<file path="src/rtl/multicycle_pkg.sv">
// Shared types and constants for the LEGv8 multicycle control unit.
package multicycle_pkg;

    typedef enum logic [2:0] {
        FETCH,
        DECODE,
        EXEC,
        MEM,
        WB,
        HALT
    } state_t;

    typedef enum logic [2:0] {
        LDUR,
        STUR,
        CBZ,
        RTYPE,
        ILLEGAL
    } opclass_t;

    // IR[31:21] patterns; '?' bits are don't-care under casez.
    localparam logic [10:0] OP_LDUR = 11'b11111000010;
    localparam logic [10:0] OP_STUR = 11'b11111000000;
    localparam logic [10:0] OP_CBZ  = 11'b10110100???;
    localparam logic [10:0] OP_ADD  = 11'b10001011000;
    localparam logic [10:0] OP_SUB  = 11'b11001011000;
    localparam logic [10:0] OP_AND  = 11'b10001010000;
    localparam logic [10:0] OP_ORR  = 11'b10101010000;

    localparam logic [1:0] ALU_OP_ADD   = 2'b00;
    localparam logic [1:0] ALU_OP_PASSB = 2'b01;
    localparam logic [1:0] ALU_OP_RTYPE = 2'b10;

endpackage

</file>
<file path="src/rtl/opclass_decode.sv">
// Combinational classification of the instruction opcode field.
module opclass_decode
    import multicycle_pkg::*;
(
    input  logic [10:0] op_i,
    output opclass_t    opclass_o
);

    always_comb begin
        opclass_o = ILLEGAL;
        casez (op_i)
            OP_LDUR:                        opclass_o = LDUR;
            OP_STUR:                        opclass_o = STUR;
            OP_CBZ:                         opclass_o = CBZ;
            OP_ADD, OP_SUB, OP_AND, OP_ORR: opclass_o = RTYPE;
            default:                        opclass_o = ILLEGAL;
        endcase
    end

endmodule

</file>
<file path="src/rtl/multicycle_ctrl.sv">
// Multicycle control FSM sequencing the shared LEGv8 datapath through
// FETCH/DECODE/EXEC/MEM/WB, with fetch timeout and a retired-instruction count.
module multicycle_ctrl
    import multicycle_pkg::*;
#(
    parameter int unsigned IMEM_WAIT_MAX = 16,
    parameter int unsigned CNTLEN        = 32
) (
    input  logic              clk,
    input  logic              reset_n,
    input  logic [10:0]       op,
    input  logic              zero,
    input  logic              imem_ready,
    input  logic              dmem_ready,
    output logic              imem_req,
    output logic              ir_write,
    output logic              pc_write,
    output logic              pc_src,
    output logic              reg2loc,
    output logic              alu_src,
    output logic [1:0]        alu_op,
    output logic              mem_read,
    output logic              mem_write,
    output logic              mem_to_reg,
    output logic              reg_write,
    output logic              illegal,
    output logic              timeout,
    output logic [CNTLEN-1:0] retired
);

    localparam int unsigned WAITW = $clog2(IMEM_WAIT_MAX + 1);
    localparam logic [WAITW-1:0] WAIT_LAST = WAITW'(IMEM_WAIT_MAX - 1);

    state_t            state_q, state_d;
    logic [WAITW-1:0]  wait_q, wait_d;
    logic              timeout_q, timeout_d;
    logic [CNTLEN-1:0] retired_q, retired_d;
    logic              retire;
    opclass_t          opclass;

    opclass_decode u_opclass_decode (
        .op_i      (op),
        .opclass_o (opclass)
    );

    always_ff @(posedge clk or negedge reset_n) begin
        if (!reset_n) begin
            state_q   <= FETCH;
            wait_q    <= '0;
            timeout_q <= 1'b0;
            retired_q <= '0;
        end else begin
            state_q   <= state_d;
            wait_q    <= wait_d;
            timeout_q <= timeout_d;
            retired_q <= retired_d;
        end
    end

    always_comb begin
        state_d   = state_q;
        wait_d    = wait_q;
        timeout_d = timeout_q;
        retired_d = retired_q;
        retire    = 1'b0;
        case (state_q)
            FETCH: begin
                // Ready in the last allowed cycle still wins over the timeout.
                if (imem_ready) begin
                    state_d = DECODE;
                end else if (wait_q == WAIT_LAST) begin
                    timeout_d = 1'b1;
                    state_d   = HALT;
                end else begin
                    wait_d = wait_q + 1'b1;
                end
            end
            DECODE: state_d = (opclass == ILLEGAL) ? FETCH : EXEC;
            EXEC: begin
                case (opclass)
                    LDUR, STUR: state_d = MEM;
                    RTYPE:      state_d = WB;
                    default: begin
                        retire  = 1'b1;
                        state_d = FETCH;
                    end
                endcase
            end
            MEM: begin
                if (dmem_ready) begin
                    if (opclass == LDUR) begin
                        state_d = WB;
                    end else begin
                        retire  = 1'b1;
                        state_d = FETCH;
                    end
                end
            end
            WB: begin
                retire  = 1'b1;
                state_d = FETCH;
            end
            HALT:    state_d = HALT;
            default: state_d = FETCH;
        endcase
        // Clearing whenever outside FETCH guarantees zero on every entry.
        if (state_d != FETCH) wait_d = '0;
        if (retire) retired_d = retired_q + 1'b1;
    end

    always_comb begin
        imem_req   = 1'b0;
        ir_write   = 1'b0;
        pc_write   = 1'b0;
        pc_src     = 1'b0;
        reg2loc    = 1'b0;
        alu_src    = 1'b0;
        alu_op     = ALU_OP_ADD;
        mem_read   = 1'b0;
        mem_write  = 1'b0;
        mem_to_reg = 1'b0;
        reg_write  = 1'b0;
        illegal    = 1'b0;
        // Outputs are forced inactive while reset is held, including FETCH's request.
        if (reset_n) begin
            case (state_q)
                FETCH: begin
                    imem_req = 1'b1;
                    if (imem_ready) begin
                        ir_write = 1'b1;
                        pc_write = 1'b1;
                    end
                end
                DECODE: begin
                    reg2loc = (opclass == STUR) || (opclass == CBZ);
                    illegal = (opclass == ILLEGAL);
                end
                EXEC: begin
                    case (opclass)
                        LDUR, STUR: begin
                            alu_src = 1'b1;
                            alu_op  = ALU_OP_ADD;
                        end
                        RTYPE: alu_op = ALU_OP_RTYPE;
                        CBZ: begin
                            alu_op  = ALU_OP_PASSB;
                            reg2loc = 1'b1;
                            if (zero) begin
                                pc_write = 1'b1;
                                pc_src   = 1'b1;
                            end
                        end
                        default: alu_op = ALU_OP_ADD;
                    endcase
                end
                MEM: begin
                    alu_src   = 1'b1;
                    alu_op    = ALU_OP_ADD;
                    mem_read  = (opclass == LDUR);
                    mem_write = (opclass == STUR);
                end
                WB: begin
                    reg_write  = 1'b1;
                    mem_to_reg = (opclass == LDUR);
                end
                default: ;
            endcase
        end
    end

    assign timeout = timeout_q;
    assign retired = retired_q;

endmodule

</file>
<file path="config.mk">
export PLATFORM = sky130hd
export DESIGN_NAME = multicycle_ctrl
export DESIGN_NICKNAME = d
export VERILOG_FILES = /design/src/rtl/multicycle_pkg.sv /design/src/rtl/opclass_decode.sv /design/src/rtl/multicycle_ctrl.sv
export SDC_FILE = /design/constraint.sdc
export NUM_CORES = 1
export LEC_CHECK = 0
export BUFFER_PORTS_ARGS = -buffer_cell sky130_fd_sc_hd__buf_4
export CAP_MARGIN = 20
export CORE_MARGIN = 3
export CORE_UTILIZATION = 40
export DETAILED_ROUTE_END_ITERATION = 8
export GPL_TIMING_DRIVEN = 0
export PLACE_DENSITY = 0.72
export SYNTH_ARGS = -nofsm -noshare
export SYNTH_HDL_FRONTEND = slang
export SYNTH_SLANG_ARGS = --single-unit
export TNS_END_PERCENT = 100
</file>
<file path="constraint.sdc">
create_clock -name clk -period 5.6 [get_ports clk]
set_input_delay 0.84 -clock clk [delete_from_list [all_inputs] [get_ports clk]]
set_output_delay 0.84 -clock clk [all_outputs]
set_load 0.005 [all_outputs]
</file>
==> summary.md, run 1 <==
| Metric | Value |
|---|---|
| Die Height | between 80 and 90 um |
| # port buffers | 61 |
| Grt met3 use | approximately 3.9% |
| Cells along the critical path | buf_4 -> nand4bb_1 -> nor4_1 -> nor2b_1 -> o21bai_1 -> a21oi_1 -> buf_4 |
| Worst Skew | between 0.005 and 0.006 ns |
| Synth Cell Area | about 2400 um^2 |
| Top cells by count, synth | dfrtp_1 (41), xor2_1 (32), nand2_1 (17), a21oi_1 (16), nand3_1 (16) |
| Die X-Extent | between 80 and 90 um |
| Net count after synthesis | approximately 260 |
| Sink Count | 41 |
| Placer Congestion | approximately 0.86 |
| Crit-path max FO | 6 |
| Mapped Avg Cell Area | ~10 um^2 |
| Vias per Instance | about 5.6 |
| Slew Limit Fails | 0 |
| Reg area | 1030 um^2 |
| Asr flop ratio synth | 100% |
| Worst path max stage delay | approximately 0.74 ns |
| Vias in the first global route | 2,037 |
| Crit end category | output pin |
| Remaining DRCs | 0 |
| Initial antenna violation count | 0 |
| Cts repair resizes | 0 |
| CTS H-Tree Depth | 2 |
| Initial Util | between 40% and 50% |
| Area occupied by multi-input gates | 1320 um^2 |
| Largest net degree at the start of global routing | 45 |
| Hold Crit Class | flip-flop to flip-flop |
| Fin util | a little over half |
| CTS tree | done |
| Tcrit/Tclk final | approximately three fifths |
| Fmax | ~300 MHz |
| Vias post-DR | between 2,000 and 2,500 |
| Share of the synthesized area in the top cell type | a little over two fifths |
| Rows | 27 |
| Kind of critical path | input pin to output pin |
| Worst vdd ir | 0.155 mV |
| Fin cells | 385 |
| N_diodes | 0 |
| Starting DRT DRC Count | 130 |
| Core Footprint | ~5700 um^2 |
| Post-synth EDFFs | 0 |
| Setup violations, final | 0 |
| Static Leak | around 1.2 nW |
| Seq/Total Area, Yosys | 42.2% |
| Req. time, crit path | between 4 and 5 ns |
| Total negative slack | 0 ns |
| RSZ-0062 raised after global routing | false |
| Yosys top cell by area | dfrtp_1 |
| Post-DP HPWL | roughly 4.4 mm |
| Hold Buf Count CTS | 0 |
| Synth top area cells | dfrtp_1 (42%), xor2_1 (12%), a2111oi_2 (4.9%), a211oi_1 (3.4%), a21oi_1 (3.3%) |
| Bufs on Longest Clock Path | 2 |
| Fin. Hold Viols | 0 |
| Max-cap violations | 0 |
| FILL cells | 529 |
| GR met1 Demand/Resource | roughly a quarter |
| Synth unique cells | 48 |
| Arrival @ worst endpoint | 2.54 ns |
| Total Die Area | roughly 7000 um^2 |
| Post-CTS setup buffers | 0 |
| Grt total ovfl | 0 |
| Final Critical Period | 3.38 ns |
| Synth Instances | 244 |
| Clock Root Buffer | clkbuf_8 |
| DRT Wirelength | around 6.0 mm |
| Antenna Nets Post-Route | 0 |
| Layout cell share with drive strength beyond 1 | 30.0% |
| Dpl cells | 377 |
| Met2 track demand over resource | roughly a quarter |
| Most used DFF post-synth | dfrtp_1 |
| CTS Buf Count | 5 |
| Cell area after layout | 3060 um^2 |
| Cell area power density | 230 nW/um^2 |
| Area Overhead vs Synth | 26.1% |
| Slowest CP cell | nor4_1 |
| Worst-Margin Slew | 0.824 ns |
| Clk_lat worst skew | 0.29 ns |
| Hold Slack | ~0.48 ns |
| IO Count | 62 |
| Final Net Count | approximately 330 |
| Cell mode on critical path | buf_4 |
| Total Routing Usage GR | 17.5% |
| Busiest layer in global routing | met2 |
| Worst-path clk slew | 0.08 ns |
| Most common cell in the synthesized netlist | dfrtp_1 |
| Status | complete, no violations |
| Worst rel slew slack | around 45% |
| Flops & latches, synth | 41 |
| Placed Area | between 2000 and 3000 um^2 |
| Number of warnings issued by yosys | 0 |
| Startpoint Class | input pin |
| Wire length per cell | approximately 16 um |
| First-pass GRT wire length | between 10 and 15 mm |
| Router iterations before antenna repair | 4 |
[registers in the layout, indices dropped and copies added, names as in the netlist]
name,cells
retired,32
wait_q,5
state_q,3
timeout,1
[cell type report]
class | instances | area share, %
clock inverters | 3 | 0.572
multi-input cells | 185 | 43.1
plain buffers | 12 | 2.00
inverters | 6 | 0.735
flip-flops and latches | 41 | 33.5
well taps | 72 | 2.94
repair buffers | 61 | 14.9
clock buffers | 5 | 2.25
[logic make-up (layout without fill, tap and decap cells)]
| family | count (synthesis) | after routing | share of synthesized area (%) |
|---|---|---|---|
| compound gates | 47 | 47 | 16.0 |
| buf+inv | 18 | 87 | 3.45 |
| fa+ha+maj | 3 | 3 | 1.54 |
| flops | 41 | 41 | 42.2 |
| xor+xnor | 34 | 34 | 12.3 |
| mux | 3 | 3 | 1.49 |
| simple gates | 98 | 98 | 23.0 |
[layer usage]
metal / up-vias / share of wire, % / routed length, um
met3: 5 / 5.8 / 347
li1: 1053 / - / -
met2: 67 / 46 / 2770
met5: - / 0 / 0
met4: 0 / 0.63 / 38
met1: 1026 / 48 / 2860
[final timing paths]
path / from / endpoint / slack, ns / depth (start not counted)
max: op[4] / reg2loc / 2.22 / 7
min: timeout / timeout / 0.48 / 1
max reg2reg: wait_q[0] / wait_q[3] / 3.28 / 8
min reg2reg: timeout / timeout / 0.48 / 1
max in group asynchronous: reset_n / retired[31] / 4.70 / 1
min in group asynchronous: reset_n / wait_q[0] / 0.53 / 1
[worst max-delay path: cells and delay by family]
family / cells / cell delay (ns)
AND/OR/NAND/NOR: 3 / 1.27
buffers and inverters: 2 / 0.25
AO/OA/AOI/OAI: 2 / 0.19
[power breakdown]
part / switching [mW] / leakage, nW / internal (mW) / total [mW]
Combinational: 0.102 / 0.707 / 0.0683 / 0.170
Sequential: 0.0292 / 0.418 / 0.315 / 0.344
Clock: 0.103 / 0.0439 / 0.0860 / 0.189
Total: 0.234 / 1.17 / 0.469 / 0.704
[metrics by stage]
| step | power, mW | worst slack, ns |
|---|---|---|
| after floorplan | 0.446 | 2.79 |
| after global placement | 0.515 | 2.28 |
| after detailed placement | 0.519 | 2.29 |
| after CTS | 0.708 | 2.30 |
| after global routing | 0.750 | 2.08 |
| final | 0.704 | 2.22 |
[placed cells by master (no fill, tap or decap), types with 8 or more instances in the layout]
cell	n
dfrtp_1	41
buf_4	62
a21oi_1	16
a2111oi_2	8
nand2_1	17
nor2_1	11
nand4_1	9
nor4_1	9
nand3_1	16
a211oi_1	11
xor2_1	32
Power figures use the tool's default switching activity.
==> inputs of run 2 (changes only) <==
--- a/config.mk
+++ b/config.mk
@@ -5,13 +5,14 @@
 export SDC_FILE = /design/constraint.sdc
 export NUM_CORES = 1
 export LEC_CHECK = 0
+export ABC_AREA = 1
 export BUFFER_PORTS_ARGS = -buffer_cell sky130_fd_sc_hd__buf_4
 export CAP_MARGIN = 20
 export CORE_MARGIN = 3
 export CORE_UTILIZATION = 40
 export DETAILED_ROUTE_END_ITERATION = 8
 export GPL_TIMING_DRIVEN = 0
-export PLACE_DENSITY = 0.72
+export PLACE_DENSITY = 0.73
 export SYNTH_ARGS = -nofsm -noshare
 export SYNTH_HDL_FRONTEND = slang
 export SYNTH_SLANG_ARGS = --single-unit
==> constraint.sdc (replaced) <==
create_clock -name clk -period 3.1 [get_ports clk]
set_input_delay 0.465 -clock clk [delete_from_list [all_inputs] [get_ports clk]]
set_output_delay 0.465 -clock clk [all_outputs]
set_load 0.005 [all_outputs]
==> run 2 against run 1 <==
Compared with the run above:
- non-clock buffer count fell by 4
- final area rose by 17%
- clock skew rose by 0.0056 ns
- die area rose by 17%
- worst hold slack got worse by 0.32 ns
- setup slack got worse by 1.3 ns
- via count rose by 35%
- register-to-register slack got worse by 2.2 ns
- largest cell class unchanged
- clock power rose by 140%
==> summary.md, run 2 <==
| Metric | Value |
|---|---|
| Antenna Nets Post-Route | 0 |
| Yosys top cell by area | dfrtp_1 |
| Clock Root Buffer | clkbuf_8 |
| Worst-path clk slew | ~0.09 ns |
| Layout cell share with drive strength beyond 1 | a little under a fifth |
| Req. time, crit path | around 2.6 ns |
| CTS Buf Count | 5 |
| CTS tree | done |
| Max reg flops | 32 |
| Router iterations before antenna repair | 5 |
| Cell area power density | 315 nW/um^2 |
| Core Footprint | around 6900 um^2 |
| Seq/Total Area, Yosys | 35.6% |
| Vias in the first global route | approximately 2,800 |
| Tot Pwr | 1.13 mW |
| Top cells by count, synth | nand2_1 (144), nor2_1 (58), inv_1 (44), nand3_1 (44), dfrtp_1 (41) |
| Total Die Area | approximately 8300 um^2 |
| Wire length per cell | approximately 13 um |
| IO Count | 62 |
| Share of the synthesized area in the top cell type | between 30 and 40% |
| First-pass GRT wire length | ~13 mm |
| Starting DRT DRC Count | between 100 and 150 |
| Net count after synthesis | between 400 and 500 |
| End of the worst register-to-register path | wait_q[3] |
| Synth unique cells | 30 |
| Die X-Extent | just over 90 um |
| Arrival @ worst endpoint | around 1.8 ns |
| Final Critical Period | around 2.2 ns |
| Final Net Count | between 500 and 600 |
| Max-cap violations | 0 |
| Dpl cells | 588 |
| Leading cell type in the layout, fill and taps excluded | nand2_1 |
| Fmax | around 450 MHz |
| Initial Util | 41.8% |
| Remaining DRCs | 0 |
| Area Overhead vs Synth | 24.2% |
| N_diodes | 0 |
| Total Routing Usage GR | 19.1% |
| Cts repair resizes | 0 |
| Reg2reg path depth | 9 |
| Initial antenna violation count | 0 |
| Fin cells | just under 600 |
| Tcrit/Tclk final | 71.9% |
| Sink Count | 41 |
| Fin. Hold Viols | 0 |
| Vias post-DR | roughly 2,900 |
| Slew Limit Fails | 0 |
| Rows | 30 |
| Post-DP HPWL | a little over 6 mm |
| Asr flop ratio synth | 100% |
| Cell area after layout | around 3600 um^2 |
| Clk_lat worst skew | approximately 0.3 ns |
| Static Leak | 1.94 nW |
| Total negative slack | 0 ns |
| Grt total ovfl | 0 |
| Hold Buf Count CTS | 0 |
| Setup slack, reg-to-reg | roughly 1.1 ns |
| Worst rel slew slack | approximately 53% |
| # port buffers | between 60 and 70 |
| Most frequent cells in the layout | nand2_1 (144), buf_4 (61), nor2_1 (58), inv_1 (44), nand3_1 (44) |
| Post-CTS setup buffers | 0 |
| Flops & latches, synth | 41 |
| Placed Area | 3460 um^2 |
| Worst Skew | 0.0110 ns |
| CTS H-Tree Depth | 2 |
| Largest net degree at the start of global routing | 46 |
| Most used DFF post-synth | dfrtp_1 |
| Worst-Margin Slew | 0.695 ns |
| Synth Instances | 431 |
| Kind of critical path | input pin to output pin |
| Reg2reg start | wait_q[0] |
| Placer Congestion | just over 0.9 |
| Crit end category | output pin |
| Mapped Avg Cell Area | 6.69 um^2 |
| Bufs on Longest Clock Path | 2 |
| Number of warnings issued by yosys | 0 |
| Hold Crit Class | input pin to asynchronous set/reset pin |
| DRT Wirelength | 7.62 mm |
| Most common cell in the synthesized netlist | nand2_1 |
| Crit-path max FO | 45 |
| Startpoint Class | input pin |
| Synth top area cells | dfrtp_1 (36%), nand2_1 (19%), nand3_1 (7.6%), nor2_1 (7.5%), inv_1 (5.7%) |
| RSZ-0062 raised after global routing | false |
| Synth Cell Area | about 2900 um^2 |
| Status | complete, no violations |
| Vias per Instance | slightly below 5 |
| Die Height | 90.9 um |
| Setup violations, final | 0 |
| Worst vdd ir | approximately 0.19 mV |
| Post-synth EDFFs | 0 |
==> run 2: logic make-up after synthesis <==
group / count (synthesis) / share of synthesized area, %
AO/OA/AOI/OAI: 14 / 2.65
adder cells (fa/ha/maj): 3 / 1.30
flip-flops: 41 / 35.6
multiplexers: 1 / 0.347
buffers and inverters: 55 / 8.16
XOR/XNOR: 29 / 8.81
AND/OR/NAND/NOR: 288 / 43.2
==> run 2: metal layers <==
metal  global-route usage (%)  vias to the layer above  routed length (um)
li1                         -                     1491                   -
met4                     5.53                        0                 125
met1                     26.5                     1343                3810
met2                     30.8                       63                3430
met3                     2.92                       13                 258
met5                        0                        -                   0
==> run 2: worst max path at each step <==
stage / start / end / slack (ns) / depth (start not counted)
detailed placement: reset_n / illegal / 0.81 / 4
floorplan: wait_q[0] / wait_q[3] / 1.27 / 9
global placement: reset_n / illegal / 0.84 / 4
finish: reset_n / illegal / 0.87 / 4
global route: reset_n / illegal / 0.69 / 4
CTS: reset_n / illegal / 0.82 / 4
==> run 2: worst max-delay path: stages <==
cell    delay, ns
buf_4        0.46
inv_1        0.29
nor4_1       0.36
buf_4        0.17
==> run 2: cell type report <==
cell class              count  area [um^2]
plain buffers               8         58.8
clock buffers               6         82.6
clock inverters             2         37.5
fillers                   725         3320
inverters                  47          176
multi-input cells         335         1620
flip-flops and latches     41         1030
well taps                  96          120
repair buffers             61          458
==> run 2: power breakdown <==
group          switching (mW)  leakage [nW]  internal (mW)
sequential             0.0136         0.567          0.549
combinational          0.0637          1.31         0.0468
clock                   0.195        0.0574          0.262
total                   0.272          1.94          0.858
==> run 2: per-stage QoR <==
step	hold slack, ns	util [%]	setup WS, ns
after floorplan	0.169	-	1.27
after global placement	0.459	50.1	0.843
after detailed placement	0.459	50.1	0.815
after CTS	0.175	51.9	0.819
after global routing	0.196	51.9	0.690
final	0.161	51.9	0.871
==> inputs of run 3 (changes only) <==
--- a/config.mk
+++ b/config.mk
@@ -12,7 +12,7 @@
 export CORE_UTILIZATION = 40
 export DETAILED_ROUTE_END_ITERATION = 8
 export GPL_TIMING_DRIVEN = 0
-export PLACE_DENSITY = 0.73
+export PLACE_DENSITY = 0.71
 export SYNTH_ARGS = -nofsm -noshare
 export SYNTH_HDL_FRONTEND = slang
 export SYNTH_SLANG_ARGS = --single-unit
==> constraint.sdc (replaced) <==
create_clock -name clk -period 2.2 [get_ports clk]
set_input_delay 0.33 -clock clk [delete_from_list [all_inputs] [get_ports clk]]
set_output_delay 0.33 -clock clk [all_outputs]
set_load 0.005 [all_outputs]
==> run 3 against run 2 <==
Compared with the run above:
- total power is 39% higher
- sequential power rose by 41%
- critical path type is now flip-flop to flip-flop
- final cell count stayed put
- via count up 1.1%
- routed wire length grew 0.25%
- non-clock buffer count unchanged
==> summary.md, run 3 (same netlist as run 2, synthesis figures left out) <==
| Metric | Value |
|---|---|
| Rows | 30 |
| Antenna Nets Post-Route | 0 |
| End of the worst register-to-register path | retired[30] |
| Initial antenna violation count | 0 |
| Die Height | about 90 um |
| Vias post-DR | 2,942 |
| CP top delay family | simple AND/OR/NAND/NOR gates |
| Area Overhead vs Synth | 24.1% |
| Sink Count | 41 |
| Reg2reg start | retired[0] |
| Core Footprint | 6910 um^2 |
| Total negative slack | 0 ns |
| CTS H-Tree Depth | 2 |
| Leading cell type in the layout, fill and taps excluded | nand2_1 |
| Hold Crit Class | input pin to asynchronous set/reset pin |
| Cell mode on critical path | nand2_1 |
| IO Count | just over 60 |
| Startpoint Class | flip-flop |
| Tot Pwr | between 1.5 and 2 mW |
| Fin. Hold Viols | 0 |
| Die X-Extent | between 90 and 100 um |
| Setup violations, final | 0 |
| Req. time, crit path | 2.40 ns |
| Total Die Area | between 8000 and 9000 um^2 |
| Crit path depth | 8 |
| FILL cells | roughly 720 |
| Reg2reg path depth | 8 |
| Bufs on Longest Clock Path | 2 |
| # port buffers | between 60 and 70 |
| Final Net Count | 518 |
| Worst vdd ir | around 0.22 mV |
| Largest net degree at the start of global routing | 46 |
| Slowest CP cell | nor3_1 |
| Tcrit/Tclk final | 87.8% |
| CTS Buf Count | 5 |
| First-pass GRT wire length | approximately 13 mm |
| Cells along the critical path | ha_1 -> nand3_1 -> nor3_1 -> nand2_1 -> nand2_1 -> nand2_1 -> nand2_1 -> nand2_1 |
| CP Buf/Inv Count | 0 |
| Setup crit end | retired[30] |
| Slew Limit Fails | 0 |
| Placer Congestion | between 0.9 and 1 |
| Starting DRT DRC Count | 203 |
| Crit end category | flip-flop |
| Max-cap violations | 0 |
| Fmax | ~520 MHz |
| Setup slack, reg-to-reg | 0.27 ns |
| Worst rel slew slack | a little under three fifths |
| Status | complete, no violations |
| Wire length per cell | ~13 um |
| Remaining DRCs | 0 |
| Post-DP HPWL | between 5 and 6 mm |
| Layout cell share with drive strength beyond 1 | between 15 and 20% |
| CTS tree | done |
| Worst path max stage delay | approximately 0.61 ns |
| Worst-path clk slew | around 0.080 ns |
| RSZ-0062 raised after global routing | false |
| N_diodes | 0 |
| Total Routing Usage GR | 19.1% |
| Max reg flops | 32 |
| Static Leak | 1.93 nW |
| Grt total ovfl | 0 |
| CP startpoint | retired[0] |
| Final Critical Period | between 1.5 and 2 ns |
| Clock Root Buffer | clkbuf_8 |
| Vias per Instance | 4.94 |
| Initial Util | a little over two fifths |
| Cell area power density | 440 nW/um^2 |
| DRT Wirelength | about 7.6 mm |
| Kind of critical path | flip-flop to flip-flop |
| Clk_lat worst skew | roughly 0.31 ns |
| Hold Buf Count CTS | 0 |
| Vias in the first global route | about 2,700 |
| Crit-path max FO | 6 |
| Worst Skew | about 0.0071 ns |
| Arrival @ worst endpoint | between 2 and 2.5 ns |
| Router iterations before antenna repair | 5 |
| Most frequent cells in the layout | nand2_1 (144), buf_4 (61), nor2_1 (57), inv_1 (44), nand3_1 (44) |
| Worst-Margin Slew | approximately 0.64 ns |
==> run 3: cell types whose count changed in the layout (fill, tap and decap cells not counted) <==
cell,delta
nor2_1,-1
nor2_2,+1
clkinv_4,+1
clkbuf_8,-1
==> run 3: layout make-up <==
| type | count | area (um^2) | share of cell area, % |
|---|---|---|---|
| timing repair buffer | 61 | 458 | 12.8 |
| clock buffer | 5 | 68.8 | 1.92 |
| inverter | 47 | 176 | 4.93 |
| tap | 96 | 120 | 3.36 |
| multi-input combinational | 335 | 1630 | 45.4 |
| clock inverter | 3 | 46.3 | 1.29 |
| sequential | 41 | 1030 | 28.7 |
| buffer | 8 | 58.8 | 1.64 |
==> run 3: report_power, final <==
part / total, mW / internal [mW] / switching (mW) / leakage, nW
clock network: 0.625 / 0.340 / 0.285 / 0.0543
logic: 0.157 / 0.0667 / 0.0899 / 1.31
registers: 0.793 / 0.773 / 0.0193 / 0.567
==> run 3: worst register-to-register path, stage by stage, from the launching register on <==
cell     delay, ns
dfrtp_1       0.43
ha_1          0.24
nand3_1       0.22
nor3_1        0.61
nand2_1       0.11
nand2_1       0.08
nand2_1       0.04
nand2_1       0.05
nand2_1       0.05
==> run 3: per-stage QoR <==
| stage | instances | hold slack, ns | instance area (um^2) | util, % | setup slack [ns] |
|---|---|---|---|---|---|
| 2_1_floorplan | 431 | 0.0344 | 2880 | - | 0.372 |
| 3_3_place_gp | 588 | 0.362 | 3460 | 50.1 | 0.232 |
| 3_5_place_dp | 588 | 0.373 | 3460 | 50.1 | 0.184 |
| 4_1_cts | 596 | 0.0346 | 3580 | 51.8 | 0.160 |
| 5_1_grt | 596 | 0.0603 | 3580 | 51.8 | 0.0427 |
| 6_report | 596 | 0.0183 | 3580 | 51.8 | 0.269 |
==> run 3: timing repair <==
item,CTS,global route
resized for setup,0,1
buffers inserted,0,0
endpoints found under the hold margin,0,0
endpoints found under the setup margin,0,1
==> run 3: layer usage <==
metal,up-vias,part of all wire (%),global-route usage (%)
li1,1499,-,-
met1,1343,48,27.2
met2,91,45,30.2
met3,9,5.7,2.83
met4,0,1.3,5.28
met5,-,0,0
==> run 3: worst min path at each step <==
stage,startpoint,to,slack (ns),cells after the start
floorplan,reset_n,retired[0],0.03,0
global placement,reset_n,retired[28],0.36,1
detailed placement,reset_n,retired[0],0.37,1
CTS,reset_n,retired[17],0.03,1
global route,reset_n,retired[17],0.06,1
finish,reset_n,retired[27],0.02,1
